**src/rtl/lu_vector_sequencer.sv**
```systemverilog
`default_nettype none
// ============================================================================
// Module   : lu_vector_sequencer
// Purpose  : Sweeps all 8 {sel,a,b} vectors through the OR/NOR logic unit and
//            packs the sampled outputs into a byte. Optional self-check is
//            built when LU_SEQ_CHECK_EN is defined.
// Revision : 1.0 - initial release
// ============================================================================
module lu_vector_sequencer #(
    parameter int HOLD_CYCLES = 1
) (
    input  logic       clk,
    input  logic       rst_n,
    input  logic       start,
    input  logic       step_en,
    input  logic       lu_out,
    output logic       lu_a,
    output logic       lu_b,
    output logic       lu_sel,
    output logic       busy,
    output logic       done,
    output logic [7:0] results,
    output logic       pass,
    output logic [3:0] err_cnt
);

    localparam logic [3:0] c_hold_last = 4'(HOLD_CYCLES - 1);

    localparam logic [1:0] c_st_idle  = 2'd0;
    localparam logic [1:0] c_st_drive = 2'd1;
    localparam logic [1:0] c_st_done  = 2'd2;

    logic [1:0] r_state;
    logic [1:0] w_state_next;
    logic [2:0] r_idx;
    logic [3:0] r_hold;
    logic       r_lu_a;
    logic       r_lu_b;
    logic       r_lu_sel;
    logic       r_busy;
    logic       r_done;
    logic [7:0] r_results;

    logic       w_accept;
    logic       w_sample;
    logic       w_last;

    always_comb begin
        w_state_next = r_state;
        w_accept     = 1'b0;
        w_sample     = 1'b0;
        w_last       = 1'b0;
        case (r_state)
            c_st_idle: begin
                if (start) begin
                    w_accept     = 1'b1;
                    w_state_next = c_st_drive;
                end
            end
            c_st_drive: begin
                if (r_hold == c_hold_last) begin
                    w_sample = 1'b1;
                    if (r_idx == 3'd7) begin
                        w_last       = 1'b1;
                        w_state_next = c_st_done;
                    end
                end
            end
            c_st_done: w_state_next = c_st_idle;
            default:   w_state_next = c_st_idle;
        endcase
    end

    always_ff @(posedge clk) begin
        if (!rst_n) begin
            r_state <= c_st_idle;
        end else if (step_en) begin
            r_state <= w_state_next;
        end
    end

    // step_en low freezes every register, including a pending done pulse.
    always_ff @(posedge clk) begin
        if (!rst_n) begin
            r_idx     <= 3'd0;
            r_hold    <= 4'd0;
            r_lu_a    <= 1'b0;
            r_lu_b    <= 1'b0;
            r_lu_sel  <= 1'b0;
            r_busy    <= 1'b0;
            r_done    <= 1'b0;
            r_results <= 8'd0;
        end else if (step_en) begin
            if (w_accept) begin
                r_idx                      <= 3'd0;
                r_hold                     <= 4'd0;
                r_busy                     <= 1'b1;
                r_results                  <= 8'd0;
                {r_lu_sel, r_lu_a, r_lu_b} <= 3'd0;
            end else if (r_state == c_st_drive) begin
                if (w_sample) begin
                    r_hold           <= 4'd0;
                    r_results[r_idx] <= lu_out;
                    if (w_last) begin
                        r_busy                     <= 1'b0;
                        r_done                     <= 1'b1;
                        {r_lu_sel, r_lu_a, r_lu_b} <= 3'd0;
                    end else begin
                        r_idx                      <= r_idx + 3'd1;
                        {r_lu_sel, r_lu_a, r_lu_b} <= r_idx + 3'd1;
                    end
                end else begin
                    r_hold <= r_hold + 4'd1;
                end
            end else if (r_state == c_st_done) begin
                r_done <= 1'b0;
            end
        end
    end

`ifdef LU_SEQ_CHECK_EN
    logic       w_expected;
    logic [3:0] w_err_next;
    logic [3:0] r_err_cnt;
    logic       r_pass;

    always_comb begin
        w_expected = r_lu_sel ? (r_lu_a | r_lu_b) : ~(r_lu_a | r_lu_b);
        w_err_next = r_err_cnt;
        if (w_sample && (w_expected != lu_out) && (r_err_cnt != 4'd8)) begin
            w_err_next = r_err_cnt + 4'd1;
        end
    end

    // pass uses the post-update count so the final vector's mismatch counts.
    always_ff @(posedge clk) begin
        if (!rst_n) begin
            r_err_cnt <= 4'd0;
            r_pass    <= 1'b0;
        end else if (step_en) begin
            if (w_accept) begin
                r_err_cnt <= 4'd0;
                r_pass    <= 1'b0;
            end else begin
                r_err_cnt <= w_err_next;
                if (w_last) begin
                    r_pass <= (w_err_next == 4'd0);
                end
            end
        end
    end

    assign pass    = r_pass;
    assign err_cnt = r_err_cnt;
`else
    assign pass    = 1'b0;
    assign err_cnt = 4'd0;
`endif

    assign lu_a    = r_lu_a;
    assign lu_b    = r_lu_b;
    assign lu_sel  = r_lu_sel;
    assign busy    = r_busy;
    assign done    = r_done;
    assign results = r_results;

endmodule
`default_nettype wire

```
**config.mk**
```make
export PLATFORM = sky130hd
export DESIGN_NAME = lu_vector_sequencer
export DESIGN_NICKNAME = d
export VERILOG_FILES = /design/src/rtl/lu_vector_sequencer.sv
export SDC_FILE = /design/constraint.sdc
export NUM_CORES = 1
export LEC_CHECK = 0
export ABC_CLOCK_PERIOD_IN_PS = 1400
export BUFFER_PORTS_ARGS = -buffer_cell sky130_fd_sc_hd__buf_2
export CORE_MARGIN = 5
export CORE_UTILIZATION = 49
export CTS_CLUSTER_SIZE = 16
export DETAILED_ROUTE_END_ITERATION = 8
export GPL_TIMING_DRIVEN = 0
export PLACE_DENSITY = 0.74
export SYNTH_ARGS = -nofsm -noshare
export SYNTH_HDL_FRONTEND = slang
export SYNTH_SLANG_ARGS = --single-unit
```
**constraint.sdc**
```tcl
create_clock -name clk -period 1.4 [get_ports clk]
set_clock_uncertainty 0.15 [all_clocks]
set_input_delay 0.14 -clock clk [delete_from_list [all_inputs] [get_ports clk]]
set_output_delay 0.14 -clock clk [all_outputs]
set_load 0.05 [all_outputs]
```
Yosys cells after proc, flatten, opt, wreduce, memory -nomap -nowiden:

Index checks and enable logic that the tools add are counted.

* logic and storage cells: 80
* output and inout bits: 18
* flip-flop bits (word level): 22
* bits of input ports: 5

* bitwise logic cells: 1
* magnitude comparators: 2
* add/sub/neg operators: 2
* muxes and demuxes: 44
* equality and inequality tests: 9
* reduce and logical (&&, ||, !) cells: 13

Operators with widths (number)
* $mux W1: 28
* $mux W8: 3
* $mux W3: 4
* $mux W4: 3
* $ne A2 B2 Y1 const B: 6
* $reduce_and A4 Y1: 3
* $bwmux W8: 1
* $reduce_bool A2 Y1: 4
* $mux W2: 3
* $reduce_and A5 Y1: 1
* $add A4 B1 Y4 const B: 1
* $logic_not A4 Y1: 1
* $lt A3 B4 Y1 const B: 1
* $pmux W2 S2: 1
* $add A3 B1 Y3 const B: 1
* $demux W1 S3: 1
* $eq A3 B3 Y1 const B: 1
* $ge A3 B1 Y1 const B: 1
* $reduce_and A3 Y1: 1
* $eq A2 B1 Y1 const B: 1
* $eq A2 B2 Y1 const B: 1
* $logic_not A2 Y1: 1
* $reduce_and A2 Y1: 1
* $logic_and A1 B1 Y1: 1
* $not A1 Y1: 1

Depth between registers and ports, before layout:

* depth in word-level cells: 8
* mapped depth: 7
* gate-level depth less buffers: 6

Worst setup path after synthesis:

Ideal clock, no wire load.

* path kind: reg2reg
* from: register r_idx[0]
* to: register r_state[0]
* buffers on the path: 0
* arrival time: 1230 ps
* required time: 1123 ps
* library setup time: 127 ps
* period minus slack after synthesis: 1507 ps
* stages on the path, launching flop included: 6
* setup slack: -107 ps
* cells stage by stage: dfxtp_1 > ha_1 > ha_1 > and4bb_2 > o221ai_2 > o21ai_0

* longest elaborated chain between the ends: 3

Ends and longest elaborated chain
* start, declared: RTL line 35 `logic [2:0] r_idx;`
* start signal, assigned: RTL line 109 `r_idx <= r_idx + 3'd1;`
* $eq A3 B3 Y1: RTL line 63 `if (r_idx == 3'd7) begin`
* $ne A2 B2 Y1 (no line)
* $reduce_and A4 Y1 (no line)
* end signal, assigned: RTL line 76 `r_state <= c_st_idle;`
* end signal, assigned: RTL line 78 `r_state <= w_state_next;`
* end, declared: RTL line 33 `logic [1:0] r_state;`

Every way passes these cells.
A chain may end at the register's enable or synchronous reset.

Worst setup path after layout:

* from: register r_idx[1]
* to: register r_state[0]

Same word-level chain as after synthesis.

==> flow_metrics.env <==
export IMPL_status="finished with violations"
export IMPL_violations="setup timing"
export IMPL_grtUsageTotal=0.167
export IMPL_cpMostUsedCell="ha_4"
export IMPL_synthDistinctLibCells=43
export IMPL_end_kind="flop"
export IMPL_routed_wirelength_um=3050
export IMPL_antenna_left=0
export IMPL_pwr_share_seq=0.417
export IMPL_placedInstanceArea_sq_mm=0.00144
export IMPL_irDropWorstVdd_v=0.000806
export IMPL_antenna_found_initial=0
export IMPL_avgViaCountPerCell=5.57
export IMPL_critPathKind="flop to flop"
export IMPL_critPathLaunchType="flop"
export IMPL_finalPower_w=0.00158
export IMPL_synth_top_area_frac=0.359
export IMPL_die_h_um=60.0
export IMPL_mostFrequentLayoutCells="19 x buf_2, 16 x dfxtp_1, 15 x buf_4"
export IMPL_clk_pin_slew_ns=0.14
export IMPL_cp_max_fo=5
export IMPL_clockPowerShare=0.316
export IMPL_grt_start_max_net_pins=14
export IMPL_final_hold_viol_count=0
export IMPL_async_reset_ff_frac=0
export IMPL_synth_seq_cells=22
export IMPL_drv_slew=0
export IMPL_portBuffers=16
export IMPL_finalCritPeriodShare=1.16
export IMPL_die_area_sq_mm=0.00360
export IMPL_rsz0062_at_grt="yes"
export IMPL_switching_share=0.300
export IMPL_cp_slowest_cell="dfxtp_4"
export IMPL_grt_overflow=0
export IMPL_numCtsBuffers=3
export IMPL_layout_drive_gt1_share=0.486
export IMPL_critPathArrivalTime_ns=1.72
export IMPL_worst_pin_slew_ns=0.574
export IMPL_cp_top_family="flip-flops"
export IMPL_syn_area_sq_mm=0.00123
export IMPL_final_nets=190
export IMPL_root_buffer="clkbuf_4"
export IMPL_cts_tree="built"
export IMPL_place_ws_ns=-0.150
export IMPL_drc=0
export IMPL_yosys_area_top_type="dfxtp_1"
export IMPL_setup_ws_ns=-0.226
export IMPL_power_net_switching_w=0.000474
export IMPL_first_iter_violations=22
export IMPL_drt_pass1_iter_count=4
export IMPL_ys_seq_area_frac=0.359
export IMPL_synth_area_leaders="dfxtp_1 36%, ha_1 7.1%, nand2_1 4.6%, nand3_1 4.5%, buf_4 3.1%"
export IMPL_powerDensity_mw_per_mm2=919
export IMPL_path_buf_inv=0
export IMPL_cts_sinks=22
export IMPL_cpPeakStageDelay_ns=0.39
export IMPL_htree_levels=1
export IMPL_crit_chain="ha_4 -> ha_4 -> and4bb_2 -> o221ai_4 -> nand3_2 -> o21ai_1"
export IMPL_wl_per_cell_um=14.7
export IMPL_tns_ns=-2.89
export IMPL_io_pins=23
export IMPL_max_slew_margin=0.617
export IMPL_clock_latency_ns=0.32
export IMPL_area_growth_pct=40.3
export IMPL_rows=18
export IMPL_n_antenna_cell=0
export IMPL_postSynthAreaPerCell_sq_um=8.76
export IMPL_place_hpwl_um=1950
export IMPL_synth_cells=140
export IMPL_hold_class="input port to flop"
export IMPL_pwr_share_comb=0.267
export IMPL_gp_congestion=0.842
export IMPL_final_common_cell="buf_2"
export IMPL_finalInstanceArea_sq_mm=0.00172
export IMPL_setup_viol_count_final=20
export IMPL_fmax_mhz=615
export IMPL_coreArea_sq_mm=0.00243
export IMPL_crit_required_ns=1.50
export IMPL_grt_pass1_wl_um=4600
export IMPL_clock_path_buffers=2
export IMPL_synth_edf_count=0
export IMPL_p_leak_nw=0.700
export IMPL_via_count=1152
export IMPL_maxCapViolations=0
export IMPL_grt_pass1_vias=1094
export IMPL_period_needed_ns=1.63
export IMPL_ys_flop_type="dfxtp_1"
export IMPL_yosysWarnings=0
export IMPL_initial_core_util=0.504
export IMPL_p_int_w=0.00111
export IMPL_die_x_um=60.0
worst reg2reg max path, cell delays in order, from the launching register on:
cell and delay (ns):
dfxtp_4 0.39, ha_4 0.16, ha_4 0.16, and4bb_2 0.26, o221ai_4 0.24, nand3_2 0.11
o21ai_1 0.10
power groups by stage:
stage               Combinational [W]  Clock, W  Sequential (W)
global route                 0.000455  0.000530        0.000662
global placement             0.000305         0        0.000674
finish                       0.000423  0.000499        0.000659
detailed placement           0.000314         0        0.000675
floorplan                    0.000238         0        0.000689
CTS                          0.000380  0.000501        0.000659
routing by layer:
layer,global-route usage,wire (um)
met5,0,0
met4,0.0791,59
met3,0.0281,143
met2,0.292,1540
met1,0.195,1300
final cells by class:
cell class	instances	area (sq um)
clock buffers	3	22.5
flip-flops and latches	22	455
plain buffers	15	108
repair buffers	29	186
fillers	194	712
inverters	6	27.5
multi-input cells	101	853
well taps	30	37.5
clock inverters	1	30.0
flip-flops by register name (all words and copies together) (netlist names):
register / flops
done: 1
lu_a: 1
lu_b: 1
r_state: 2
lu_sel: 1
r_hold: 4
r_idx: 3
busy: 1
results: 8
worst paths after layout:
kind / startpoint / to / slack, ns / depth (start not counted)
hold / removal: step_en / busy / 0.04 / 3
setup / recovery: r_idx[1] / r_state[0] / -0.23 / 6
hold reg to reg: lu_sel / lu_sel / 0.31 / 2
setup reg to reg: r_idx[1] / r_state[0] / -0.23 / 6
Yosys cell counts (2+ instances only):
cell / count
a21oi_1: 6
a31oi_1: 2
and2_4: 2
buf_2: 5
buf_4: 5
buf_6: 2
clkbuf_1: 2
dfxtp_1: 22
ha_1: 7
inv_1: 6
nand2_1: 15
nand2b_1: 2
nand3_1: 11
nand3b_1: 2
nand4_1: 3
nor2_1: 5
o211ai_1: 4
o21a_1: 3
o21ai_0: 7
o22ai_1: 4
o31ai_2: 2
xnor2_1: 2
timing repair:
item                                   in CTS  in global routing
hold buffers                                3                  0
pin swaps                                  13                 14
endpoints found under the hold margin       6                  0
buffers inserted                            6                  3
gates cloned                                1                  0
setup endpoints to repair                  21                 22
resized for setup                          19                 14
cell families after synthesis:
group                    synth area share
buffers and inverters              0.0969
flip-flops                          0.359
AND/OR/NAND/NOR                     0.241
adder cells (fa/ha/maj)            0.0714
XOR/XNOR                           0.0214
AO/OA/AOI/OAI                       0.207
other                             0.00306
stage by stage:
step           hold slack [ns]  utilization  cells
6_report                0.0362        0.707    207
2_1_floorplan            0.147            -    144
4_1_cts                 0.0211        0.672    204
3_5_place_dp             0.273        0.591    190
5_1_grt                 0.0485        0.707    207
3_3_place_gp             0.281        0.591    190
Power figures use the tool's default switching activity.
